`src/rtl/mux_pkg.sv`:
```
// Shared constants and types for the arbitrated mux.
// Imported by the arbiter and the top-level register stage.
package mux_pkg;
  localparam int MUX_WIDTH_DEF = 5;
  localparam int MUX_NCH_DEF = 4;

  typedef enum logic {
    ARB_FIXED,
    ARB_RR
  } arb_mode_e;
endpackage

```
`src/rtl/rr_arbiter.sv`:
```
// Combinational arbiter: fixed priority from index 0,
// or round-robin search starting at ptr.
module rr_arbiter
  import mux_pkg::*;
#(
  parameter int NCH = MUX_NCH_DEF,
  localparam int IDXW = $clog2(NCH)
) (
  input  logic [NCH-1:0]  req,
  input  logic [IDXW-1:0] ptr,
  input  arb_mode_e       mode,
  output logic [NCH-1:0]  grant,
  output logic [IDXW-1:0] winner_idx,
  output logic            any
);

  logic [IDXW-1:0] start;
  logic [IDXW:0]   sum;
  logic [IDXW-1:0] idx;

  assign start = (mode == ARB_RR) ? ptr : '0;

  always_comb begin
    grant = '0;
    winner_idx = '0;
    any = 1'b0;
    sum = '0;
    idx = '0;
    for (int i = 0; i < NCH; i++) begin
      // Both terms are below NCH, so one subtract wraps
      sum = {1'b0, start} + (IDXW+1)'(i);
      if (sum >= (IDXW+1)'(NCH))
        sum = sum - (IDXW+1)'(NCH);
      idx = sum[IDXW-1:0];
      if (!any && req[idx]) begin
        any = 1'b1;
        grant[idx] = 1'b1;
        winner_idx = idx;
      end
    end
  end

endmodule

```
`src/rtl/arb_mux_reg.sv`:
```
// N-channel arbitrated mux with valid/ready handshake
// and a single registered output stage.
module arb_mux_reg
  import mux_pkg::*;
#(
  parameter int WIDTH = MUX_WIDTH_DEF,
  parameter int NCH = MUX_NCH_DEF,
  localparam int IDXW = $clog2(NCH)
) (
  input  logic                 clk,
  input  logic                 rst_n,
  input  logic                 mode_rr,
  input  logic [NCH-1:0]       in_valid,
  input  logic [NCH*WIDTH-1:0] in_data,
  output logic [NCH-1:0]       in_ready,
  output logic                 out_valid,
  input  logic                 out_ready,
  output logic [WIDTH-1:0]     out_data,
  output logic [IDXW-1:0]      out_sel
);

  logic [IDXW-1:0]  ptr_q, ptr_d;
  logic             out_valid_q, out_valid_d;
  logic [WIDTH-1:0] out_data_q, out_data_d;
  logic [IDXW-1:0]  out_sel_q, out_sel_d;

  logic [NCH-1:0]  grant;
  logic [IDXW-1:0] winner;
  logic            any;
  logic            load_en;
  logic            xfer;
  arb_mode_e       mode;

  assign mode = arb_mode_e'(mode_rr);

  rr_arbiter #(.NCH(NCH)) u_arb (
    .req        (in_valid),
    .ptr        (ptr_q),
    .mode       (mode),
    .grant      (grant),
    .winner_idx (winner),
    .any        (any)
  );

  assign load_en = !out_valid_q | out_ready;
  assign xfer = load_en & any;
  // Held off during reset even though the stage looks empty
  assign in_ready = grant & {NCH{load_en & rst_n}};

  always_comb begin
    ptr_d = ptr_q;
    out_valid_d = out_valid_q;
    out_data_d = out_data_q;
    out_sel_d = out_sel_q;
    if (xfer) begin
      out_valid_d = 1'b1;
      out_data_d = in_data[int'(winner)*WIDTH +: WIDTH];
      out_sel_d = winner;
      if (mode == ARB_RR) begin
        if (winner == IDXW'(NCH-1))
          ptr_d = '0;
        else
          ptr_d = winner + 1'b1;
      end
    end else if (load_en) begin
      out_valid_d = 1'b0;
    end
  end

  always_ff @(posedge clk or negedge rst_n) begin
    if (!rst_n) begin
      ptr_q <= '0;
      out_valid_q <= 1'b0;
      out_data_q <= '0;
      out_sel_q <= '0;
    end else begin
      ptr_q <= ptr_d;
      out_valid_q <= out_valid_d;
      out_data_q <= out_data_d;
      out_sel_q <= out_sel_d;
    end
  end

  assign out_valid = out_valid_q;
  assign out_data = out_data_q;
  assign out_sel = out_sel_q;

endmodule

```
`config.mk`:
```
export PLATFORM = sky130hd
export DESIGN_NAME = arb_mux_reg
export DESIGN_NICKNAME = d
export VERILOG_FILES = /design/src/rtl/mux_pkg.sv /design/src/rtl/rr_arbiter.sv /design/src/rtl/arb_mux_reg.sv
export SDC_FILE = /design/constraint.sdc
export NUM_CORES = 1
export LEC_CHECK = 0
export ABC_AREA = 1
export CORE_UTILIZATION = 25
export CTS_BUF_LIST = sky130_fd_sc_hd__clkbuf_16
export DETAILED_ROUTE_END_ITERATION = 7
export SYNTH_ARGS = -nofsm -noshare
export SYNTH_HDL_FRONTEND = slang
export SYNTH_SLANG_ARGS = --single-unit
export TNS_END_PERCENT = 10
```
`constraint.sdc`:
```
create_clock -name clk -period 2.85 [get_ports clk]
set_clock_uncertainty 0.15 [all_clocks]
set_input_delay 0.285 -clock clk [delete_from_list [all_inputs] [get_ports clk]]
set_output_delay 0.285 -clock clk [all_outputs]
set_load 0.01 [all_outputs]
```
==> results.md, run 1 <==
- First-pass GRT wire length: 4.574 mm
- Global Route Usage Sum: 13.06%
- Synth area leader: dfrtp_1
- Layout Nets: 263
- CP Data Required Time: about 2.4 ns
- Max Cap Violations: 0
- Via density: 4.341
- Slew headroom: 85.94%
- Multi-input gate area: 733.2 um^2
- Max-slew violations: 0
- P_leak: 0.9162 nW
- Sw Share: 45.61%
- Final worst path period need: 2.803 ns
- Fmax: 356.8 MHz
- Starting density of the core: 27.05%
- Filler cells: around 450
- PwrDens: 936.2 nW/um^2
- Core box area: about 4100 um^2
- Post-route ant nets: 0
- TritonCTS clock tree: built
- Final wirelength: 2.747 mm
- Root Driver: clkbuf_16
- Setup crit end kind: output port
- Leading cell type in the layout, fill and taps excluded: nand2_1
- Initial antenna violation count: 0
- Total power: 1.624 mW
- Share of cells above drive strength 1: around 17%
- Worst Setup Start Kind: flop
- Final hold vios: 0
- Final worst path period share: between 90% and 100%
- Initial detailed-routing violation count: 49
- WP data arrival: 2.37 ns
- Syn_nets: 210
- Vias: around 1200
- Sequential share of the synthesized area: between 20% and 30%
- RSZ-0062 raised after global routing: yes
- Rows: 23
- Switching pwr: 740.4 uW
- Clk_lat worst skew: approximately 0.23 ns
- Hold Path Class: in2async
- CTS hold repair buffers: 0
- Die ar.: 4756 um^2
- Post-CTS Setup Bufs: 0
- Drt first pass iters: 5
- Layout Cells excl Fill: 276
- Ports: 40
- Total gr overflow: 0
- Crit path kind: reg2out
- Reg clk slew, reported paths: 0.04 ns
- Yosys warning count: 0
- Final Setup Violations: 0
- Top post-synthesis cells by area: dfrtp_1 22%, nand2_1 15%, nand3_1 14%, inv_1 9.7%, ha_1 8.9%
- Placed Cells incl. Taps: 272
- Port buffer count: 39
- Post-Syn Instances: 174
- Synth Register Bits: 10
- Max IR drop VDD: 0.3176 mV
- P&R area growth vs syn: 54.69%
- Routed WL per cell: between 9 and 10 um
- Die Wd: 68.97 um
- Mapped cell area: 1121 um^2
- Clk pwr share: 15.3%
- Setup ws final: 0.04703 ns
- Status: finished, final reports clean
- Syn avg cell area: about 6.4 um^2
- Drt drc: 0
- Storage element area: 251.5 um^2
- Seq pwr share: 16.5%
- Least-Margin Pin Slew: 0.2109 ns
- Detailed placement HPWL: 2.188 mm
- Post-place setup slack: -0.2100 ns
- Gate power share: 68.3%
- Vias in the first global route: between 1000 and 1500
- Synth cell types: 24
- Number of diodes: 0
- Height of the die: just under 70 um
- GPL Wtd Cong: 0.8251
- Total CTS buffers: 3
- CTS Buffer Depth: 2
- CTS H-tree lvls: 1
- Most frequent cells in the layout: 45 x nand2_1, 36 x clkdlybuf4s50_1, 31 x nand3_1
- Largest net degree at the start of global routing: 16
- Internal power: 883.1 uW
- Share of the synthesized area in the top cell type: 22.32%
- Max FO, Critical Path: 5
- CTS Sinks: 10
power by group through the flow:
stage	sequential, mW	clock (mW)	combinational (mW)
6_report	0.267	0.248	1.11
5_1_grt	0.280	0.264	1.27
4_1_cts	0.268	0.251	1.12
3_5_place_dp	0.269	0	1.11
3_3_place_gp	0.269	0	1.10
2_1_floorplan	0.284	0	0.698
layer usage:
metal	wire length [um]	part of all wire [%]	GRT usage (%)
met2	1232	45	18.81
met3	114	4.1	2.467
met1	1357	49	18.82
met4	42	1.5	5.102
met5	0	0	0
layout make-up:
type | instances | share of cell area, %
multi-input combinational | 128 | 42.28
timing repair buffer | 52 | 28.14
sequential | 10 | 14.50
inverter | 32 | 6.926
clock buffer | 3 | 4.329
tap | 50 | 3.608
clock inverter | 1 | 0.2165
worst max-delay path: stages, from the launching register on:
cell and delay, ns:
dfrtp_1 0.39, nand2_2 0.09, inv_2 0.04, ha_1 0.33, inv_1 0.10, nand3_2 0.10, nand2_4 0.08, nand3_2 0.10
nor2_4 0.16, nand2_1 0.07, a21oi_1 0.14, clkdlybuf4s50_1 0.55
flip-flops by register name, summed over array words and instances (netlist names):
register,cells
ptr_q,2
out_sel,2
out_data,5
out_valid,1
cells in the mapped netlist:
cell      instances
nand4_1           2
nand2_2           5
a21oi_1           7
o221a_2           1
dfrtp_1          10
buf_4             1
nand3_2           5
nand3_1          32
nand2_4           4
inv_1            29
nor2_2            1
o21ai_2           1
nor2_1            6
o21ai_0           2
mux2_2            1
a31oi_1           3
inv_2             3
buf_6             1
nand2_1          45
o22ai_1           3
clkbuf_1          1
buf_2             1
or2_1             2
ha_1              8
stage by stage:
stage          instance area (um^2)  hold slack, ns  setup TNS (ns)  utilization (%)
5_1_grt                        1734          0.2701         -0.2144            41.85
6_report                       1734          0.2426               0            41.85
4_1_cts                        1727          0.2613               0            41.67
3_5_place_dp                   1644          0.3234         -0.9410            39.67
3_3_place_gp                   1644          0.3225         -0.5797            39.67
2_1_floorplan                  1121         -0.1606               0                -
logic make-up after synthesis:
logic type / Yosys count / share of synthesized area [%]
compound gates: 17 / 9.152
fa+ha+maj: 8 / 8.929
buf+inv: 36 / 13.17
flops: 10 / 22.32
mux: 1 / 1.004
simple gates: 102 / 45.42
path summary, 6_finish.rpt:
check	start	end	slack (ns)	cells past startpoint
worst max-delay path	ptr_q[1]	in_ready[1]	0.05	11
worst min register to register	out_data[0]	out_data[0]	0.33	2
max in group asynchronous	rst_n	ptr_q[0]	2.16	2
min in group clk	out_data[0]	out_data[0]	0.33	2
worst max register to register	ptr_q[1]	out_data[1]	0.36	16
worst min-delay path	rst_n	out_data[2]	0.24	2
timing repair:
| item | CTS | global route |
|---|---|---|
| resized for setup | 4 | 2 |
| setup endpoints to repair | 4 | 3 |
| pin swaps | 0 | 0 |
Power figures use the tool's default switching activity.
==> run 2: changes to the inputs <==
Settings changed: CELL_PAD_IN_SITES_DETAIL_PLACEMENT set to 1, CELL_PAD_IN_SITES_GLOBAL_PLACEMENT set to 1, PLACE_DENSITY set to 0.8.
==> results.md, run 2 (same netlist as run 1, synthesis figures left out) <==
- Port buffer count: 39 (unchanged)
- Final wirelength: 3.844 mm (+40%)
- Root Driver: clkbuf_16
- Final Setup Violations: 0 (unchanged)
- Final worst path period need: 2.702 ns (-0.1014 ns)
- Core box area: 4144 um^2 (unchanged)
- Max FO, Critical Path: 5 (unchanged)
- Via density: 4.800 (+11%)
- Max FFs per register: 5 (unchanged)
- Leading cell type in the layout, fill and taps excluded: nand2_1
- Hold Path Class: in2async
- Least-Margin Pin Slew: 0.2054 ns (-0.005595 ns)
- Die ar.: 4756 um^2 (unchanged)
- Layout Nets: 267 (+1.5%)
- Clk_lat worst skew: 0.24 ns (about the same)
- WP data arrival: 2.27 ns (-0.10 ns)
- Fin util: 42.66% (+0.82 points)
- Starting density of the core: 27.05% (unchanged)
- Max-slew violations: 0 (unchanged)
- Reg2reg end: out_data[0]
- First-pass GRT wire length: 6.147 mm (+34%)
- CP Data Required Time: 2.41 ns (about the same)
- Status: finished, final reports clean
- Routed WL per cell: 13.73 um (+38%)
- Reg clk slew, reported paths: 0.04 ns (about the same)
- Slew headroom: 86.31% (+0.37 points)
- GPL Wtd Cong: 0.8076 (-2.1%)
- Fmax: 370.2 MHz (+3.8%)
- Total gr overflow: 0 (unchanged)
- Total CTS buffers: 3 (unchanged)
- CTS Sinks: 10 (unchanged)
- Max Cap Violations: 0 (unchanged)
- Most frequent cells in the layout: 45 x nand2_1, 34 x clkdlybuf4s50_1, 31 x nand3_1
- CTS H-tree lvls: 1 (unchanged)
- Final hold vios: 0 (unchanged)
- P_leak: 0.9459 nW (+3.2%)
- CTS Buffer Depth: 2 (unchanged)
- Initial antenna violation count: 0 (unchanged)
- Max IR drop VDD: 0.3156 mV (-0.63%)
- TritonCTS clock tree: built
- Number of diodes: 0 (unchanged)
- Ports: 40 (unchanged)
- Final worst path period share: 94.79% (-3.6 points)
- RSZ-0062 raised after global routing: no
- Rows: 23 (unchanged)
- Height of the die: 68.97 um (unchanged)
- Worst Setup Start Kind: flop
- Initial detailed-routing violation count: 88 (+80%)
- P&R area growth vs syn: 57.70%
- Launch point of the worst reg-to-reg path: ptr_q[1]
- Drt first pass iters: 4 (-1)
- Total power: 1.725 mW (+6.2%)
- Share of cells above drive strength 1: 19.13% (+1.9 points)
- Die Wd: 68.97 um (unchanged)
- Global Route Usage Sum: 17.62% (+4.6 points)
- PwrDens: 975.5 nW/um^2 (+4.2%)
- Crit path kind: reg2out
- Minimum hold slack: 0.2208 ns (-0.02176 ns)
- Vias: 1344 (+12%)
- Drt drc: 0 (unchanged)
- Post-route ant nets: 0 (unchanged)
- Worst reg-to-reg setup slack: 0.32 ns (-0.04 ns)
- Cell count of the worst reg-to-reg path: 17 (+1)
- Largest net degree at the start of global routing: 16 (unchanged)
- Vias in the first global route: 1351 (+32%)
- Detailed placement HPWL: 2.807 mm (+28%)
- Setup crit end kind: output port
run 2: cell count changes in the layout (fill, tap and decap cells not counted):
cell             previous run  this run
buf_4                      13        17
clkdlybuf4s50_1            36        34
dlygate4sd2_1               2         4
o22ai_1                     3         2
o22ai_2                     0         1
run 2: worst max path at each step:
stage                     startpoint     endpoint  depth (start not counted)
after floorplan              mode_rr  out_data[3]                         17
after global placement       mode_rr  in_ready[1]                         12
after detailed placement     mode_rr  in_ready[0]                         11
after CTS                   ptr_q[1]  in_ready[3]                         11
after global routing        ptr_q[1]  in_ready[1]                         12
final                       ptr_q[1]  in_ready[0]                         12
run 2: worst max-delay path, cell delays in order, from the launching register on:
cell and delay (ns):
dfrtp_1 0.39, nand2_2 0.09, inv_2 0.04, ha_1 0.33, inv_1 0.12, nand3_2 0.10, nand2_4 0.09, nand3_2 0.11
nor2_4 0.19, buf_4 0.13, nand2_1 0.04, a21oi_1 0.13, dlygate4sd2_1 0.27
run 2: where the power goes:
| group | switching [mW] | internal [mW] | leakage (nW) | total (mW) |
|---|---|---|---|---|
| Sequential | 0.0564 | 0.216 | 0.118 | 0.273 |
| Combinational | 0.700 | 0.497 | 0.790 | 1.20 |
| Clock | 0.0706 | 0.184 | 0.0385 | 0.255 |
run 2: layout make-up:
cell class	instances	area, um^2
clock buffers	3	75.07
multi-input cells	128	739.5
fillers	535	2376
clock inverters	1	3.754
flip-flops and latches	10	251.5
inverters	32	120.1
repair buffers	56	515.5
well taps	50	62.56
run 2: stage by stage:
step / TNS (ns) / cell area (um^2) / std cells / worst slack (ns)
floorplan: 0 / 1121 / 174 / 0.5089
global placement: -0.6228 / 1652 / 273 / -0.1685
finish: 0 / 1768 / 280 / 0.1484
CTS: -0.007646 / 1743 / 277 / -0.007646
global route: 0 / 1768 / 280 / 0.02074
detailed placement: -1.106 / 1652 / 273 / -0.2658
run 2: metal layers:
layer / up-vias / GRT usage, % / part of all wire (%) / wire [um]
met5: - / 0 / 0 / 0
met4: 0 / 6.122 / 1.1 / 44
met3: 4 / 1.480 / 1.8 / 71
met2: 23 / 30.46 / 52 / 2009
met1: 645 / 22.67 / 45 / 1718
li1: 672 / - / - / -
run 2: repair_timing:
action / 4_1_cts / 5_1_grt
endpoints found under the hold margin: 0 / 0
pin swaps: 0 / 1
setup buffers: 0 / 3
endpoints found under the setup margin: 4 / 1
hold buffers: 0 / 0
gates resized for setup: 8 / 1
==> run 3: changes to the inputs <==
Settings changed: SKIP_CTS_REPAIR_TIMING set to 1, SLEW_MARGIN set to 40.
==> results.md, run 3 (same netlist as run 1, synthesis figures left out) <==
- Status: finished with violations
- Failing checks: setup timing
- Max-slew violations: 0 (unchanged)
- Port buffer count: 39 (unchanged)
- TritonCTS clock tree: built
- Max FO, Critical Path: 5 (unchanged)
- Final worst path period need: 2.862 ns (+0.1604 ns)
- Die ar.: 4756 um^2 (unchanged)
- Final worst path period share: 100.4% (+5.6 points)
- Largest net degree at the start of global routing: 16 (unchanged)
- Slowest CP cell: clkdlybuf4s50_1
- Max FFs per register: 5 (unchanged)
- P_leak: 0.9598 nW (+1.5%)
- Setup crit end kind: output port
- Final Setup Violations: 1 (+1)
- Max IR drop VDD: 0.3149 mV (-0.21%)
- P&R area growth vs syn: 57.37%
- Clk_lat worst skew: 0.24 ns (about the same)
- Drt first pass iters: 4 (unchanged)
- Most used cell, CP: nand3_2
- Number of diodes: 0 (unchanged)
- Max Cap Violations: 0 (unchanged)
- Least-Margin Pin Slew: 0.2236 ns (+0.01829 ns)
- Final Cell Area: 1764 um^2 (-0.21%)
- Worst path bufs/invs: 3 (-1)
- Vias: 1346 (+0.15%)
- Initial antenna violation count: 0 (unchanged)
- Layout Cells excl Fill: 277 (-1.1%)
- Vias in the first global route: 1332 (-1.4%)
- Reg2reg end: out_data[1]
- Die Wd: 68.97 um (unchanged)
- Multi-input gate area: 745.7 um^2 (+0.85%)
- Share of cells above drive strength 1: 18.50% (-0.63 points)
- Detailed placement HPWL: 2.807 mm (unchanged)
- Hold Path Class: in2async
- Final hold vios: 0 (unchanged)
- Rows: 23 (unchanged)
- Total gr overflow: 0 (unchanged)
- Launch point of the worst reg-to-reg path: ptr_q[1]
- Starting density of the core: 27.05% (unchanged)
- Total power: 1.714 mW (-0.64%)
- Dpl cell area: 1652 um^2 (unchanged)
- Root Driver: clkbuf_16
- CTS H-tree lvls: 1 (unchanged)
- Initial detailed-routing violation count: 55 (-38%)
- Total CTS buffers: 3 (unchanged)
- Leading cell type in the layout, fill and taps excluded: nand2_1
- Placed Cells incl. Taps: 273 (unchanged)
- Core box area: 4144 um^2 (unchanged)
- Filler cells: 534 (-0.19%)
- GPL Wtd Cong: 0.8076 (unchanged)
- Crit path kind: reg2out
- Delay-heaviest family, CP: buffers and inverters
- Ports: 40 (unchanged)
- PwrDens: 971.3 nW/um^2 (-0.43%)
- Fmax: 349.4 MHz (-5.6%)
- Final wirelength: 3.744 mm (-2.6%)
- Global Route Usage Sum: 17.14% (-0.48 points)
- Post-route ant nets: 0 (unchanged)
- Most frequent cells in the layout: 45 x nand2_1, 35 x clkdlybuf4s50_1, 31 x nand3_1
- Reg clk slew, reported paths: 0.04 ns (about the same)
- WP data arrival: 2.43 ns (+0.16 ns)
- Worst stage delay on the critical path: 0.54 ns (+0.15 ns)
- Worst Setup Start Kind: flop
- CTS Buffer Depth: 2 (unchanged)
- Critical-path cell list: nand2_2 -> inv_2 -> ha_1 -> inv_1 -> nand3_2 -> nand2_4 -> nand3_2 -> nor2_4 -> nand2_1 -> a21oi_1 -> clkdlybuf4s50_1
- Layout Nets: 264 (-1.1%)
- Drt drc: 0 (unchanged)
- Worst reg-to-reg setup slack: 0.36 ns (+0.04 ns)
- Slew headroom: 85.07% (-1.2 points)
- CTS Sinks: 10 (unchanged)
- Routed WL per cell: 13.52 um (-1.5%)
- First-pass GRT wire length: 6.016 mm (-2.1%)
- RSZ-0062 raised after global routing: yes
- Height of the die: 68.97 um (unchanged)
- Setup ws final: -0.01203 ns (-0.1604 ns)
- Storage element area: 251.5 um^2 (unchanged)
- Via density: 4.859 (+1.2%)
- Cell count of the worst reg-to-reg path: 15 (-2)
- CP Data Required Time: 2.41 ns (about the same)
run 3: cell types whose count changed in the layout (fill, tap and decap cells not counted), sizes merged:
cell           change
clkdlybuf4s50      +1
dlygate4sd2        -4
buf                -3
dlymetal6s2s       +3
run 3: metrics by stage:
stage	utilization (%)	setup slack, ns	setup TNS (ns)	hold WS (ns)
4_1_cts	41.76	-0.2975	-1.082	0.2269
5_1_grt	42.57	-0.1226	-0.1226	0.2374
6_report	42.57	-0.01203	-0.01203	0.2191
3_5_place_dp	39.86	-0.2658	-1.106	0.3288
2_1_floorplan	-	0.5089	0	-0.1606
3_3_place_gp	39.86	-0.1685	-0.6228	0.3165
run 3: power breakdown:
part | switching, mW | internal [mW]
logic | 0.698 | 0.490
registers | 0.0552 | 0.216
clock network | 0.0701 | 0.184
run 3: area by class of cell:
cell class	instances	share of cell area, %
flip-flops and latches	10	14.26
inverters	32	6.809
clock inverters	1	0.2128
multi-input cells	128	42.27
clock buffers	3	4.255
well taps	50	3.546
repair buffers	53	28.65
run 3: worst reg2reg max path, stage by stage (launching register included):
cell and delay, ns:
dfrtp_1 0.39, nand2_2 0.09, inv_2 0.04, ha_1 0.33, inv_1 0.12, nand3_2 0.10, nand2_4 0.10, buf_4 0.13
inv_2 0.05, nand2_1 0.10, nand2_1 0.10, nand2_4 0.15, nand2_4 0.13, or2_1 0.24, nand3_1 0.08, nand3_1 0.07
run 3: metal layers:
layer / up-vias / global-route usage (%) / wire [um]
li1: 666 / - / -
met1: 647 / 22.57 / 1666
met2: 29 / 28.88 / 1944
met3: 4 / 1.480 / 87
met4: 0 / 6.122 / 46
met5: - / 0 / 0
run 3: worst max path at each step:
stage	cells past startpoint	startpoint	slack (ns)	end
2_1_floorplan	17	mode_rr	0.51	out_data[3]
3_3_place_gp	12	mode_rr	-0.17	in_ready[1]
3_5_place_dp	11	mode_rr	-0.27	in_ready[0]
4_1_cts	12	mode_rr	-0.30	in_ready[1]
5_1_grt	11	ptr_q[1]	-0.12	in_ready[3]
6_report	11	ptr_q[1]	-0.01	in_ready[3]
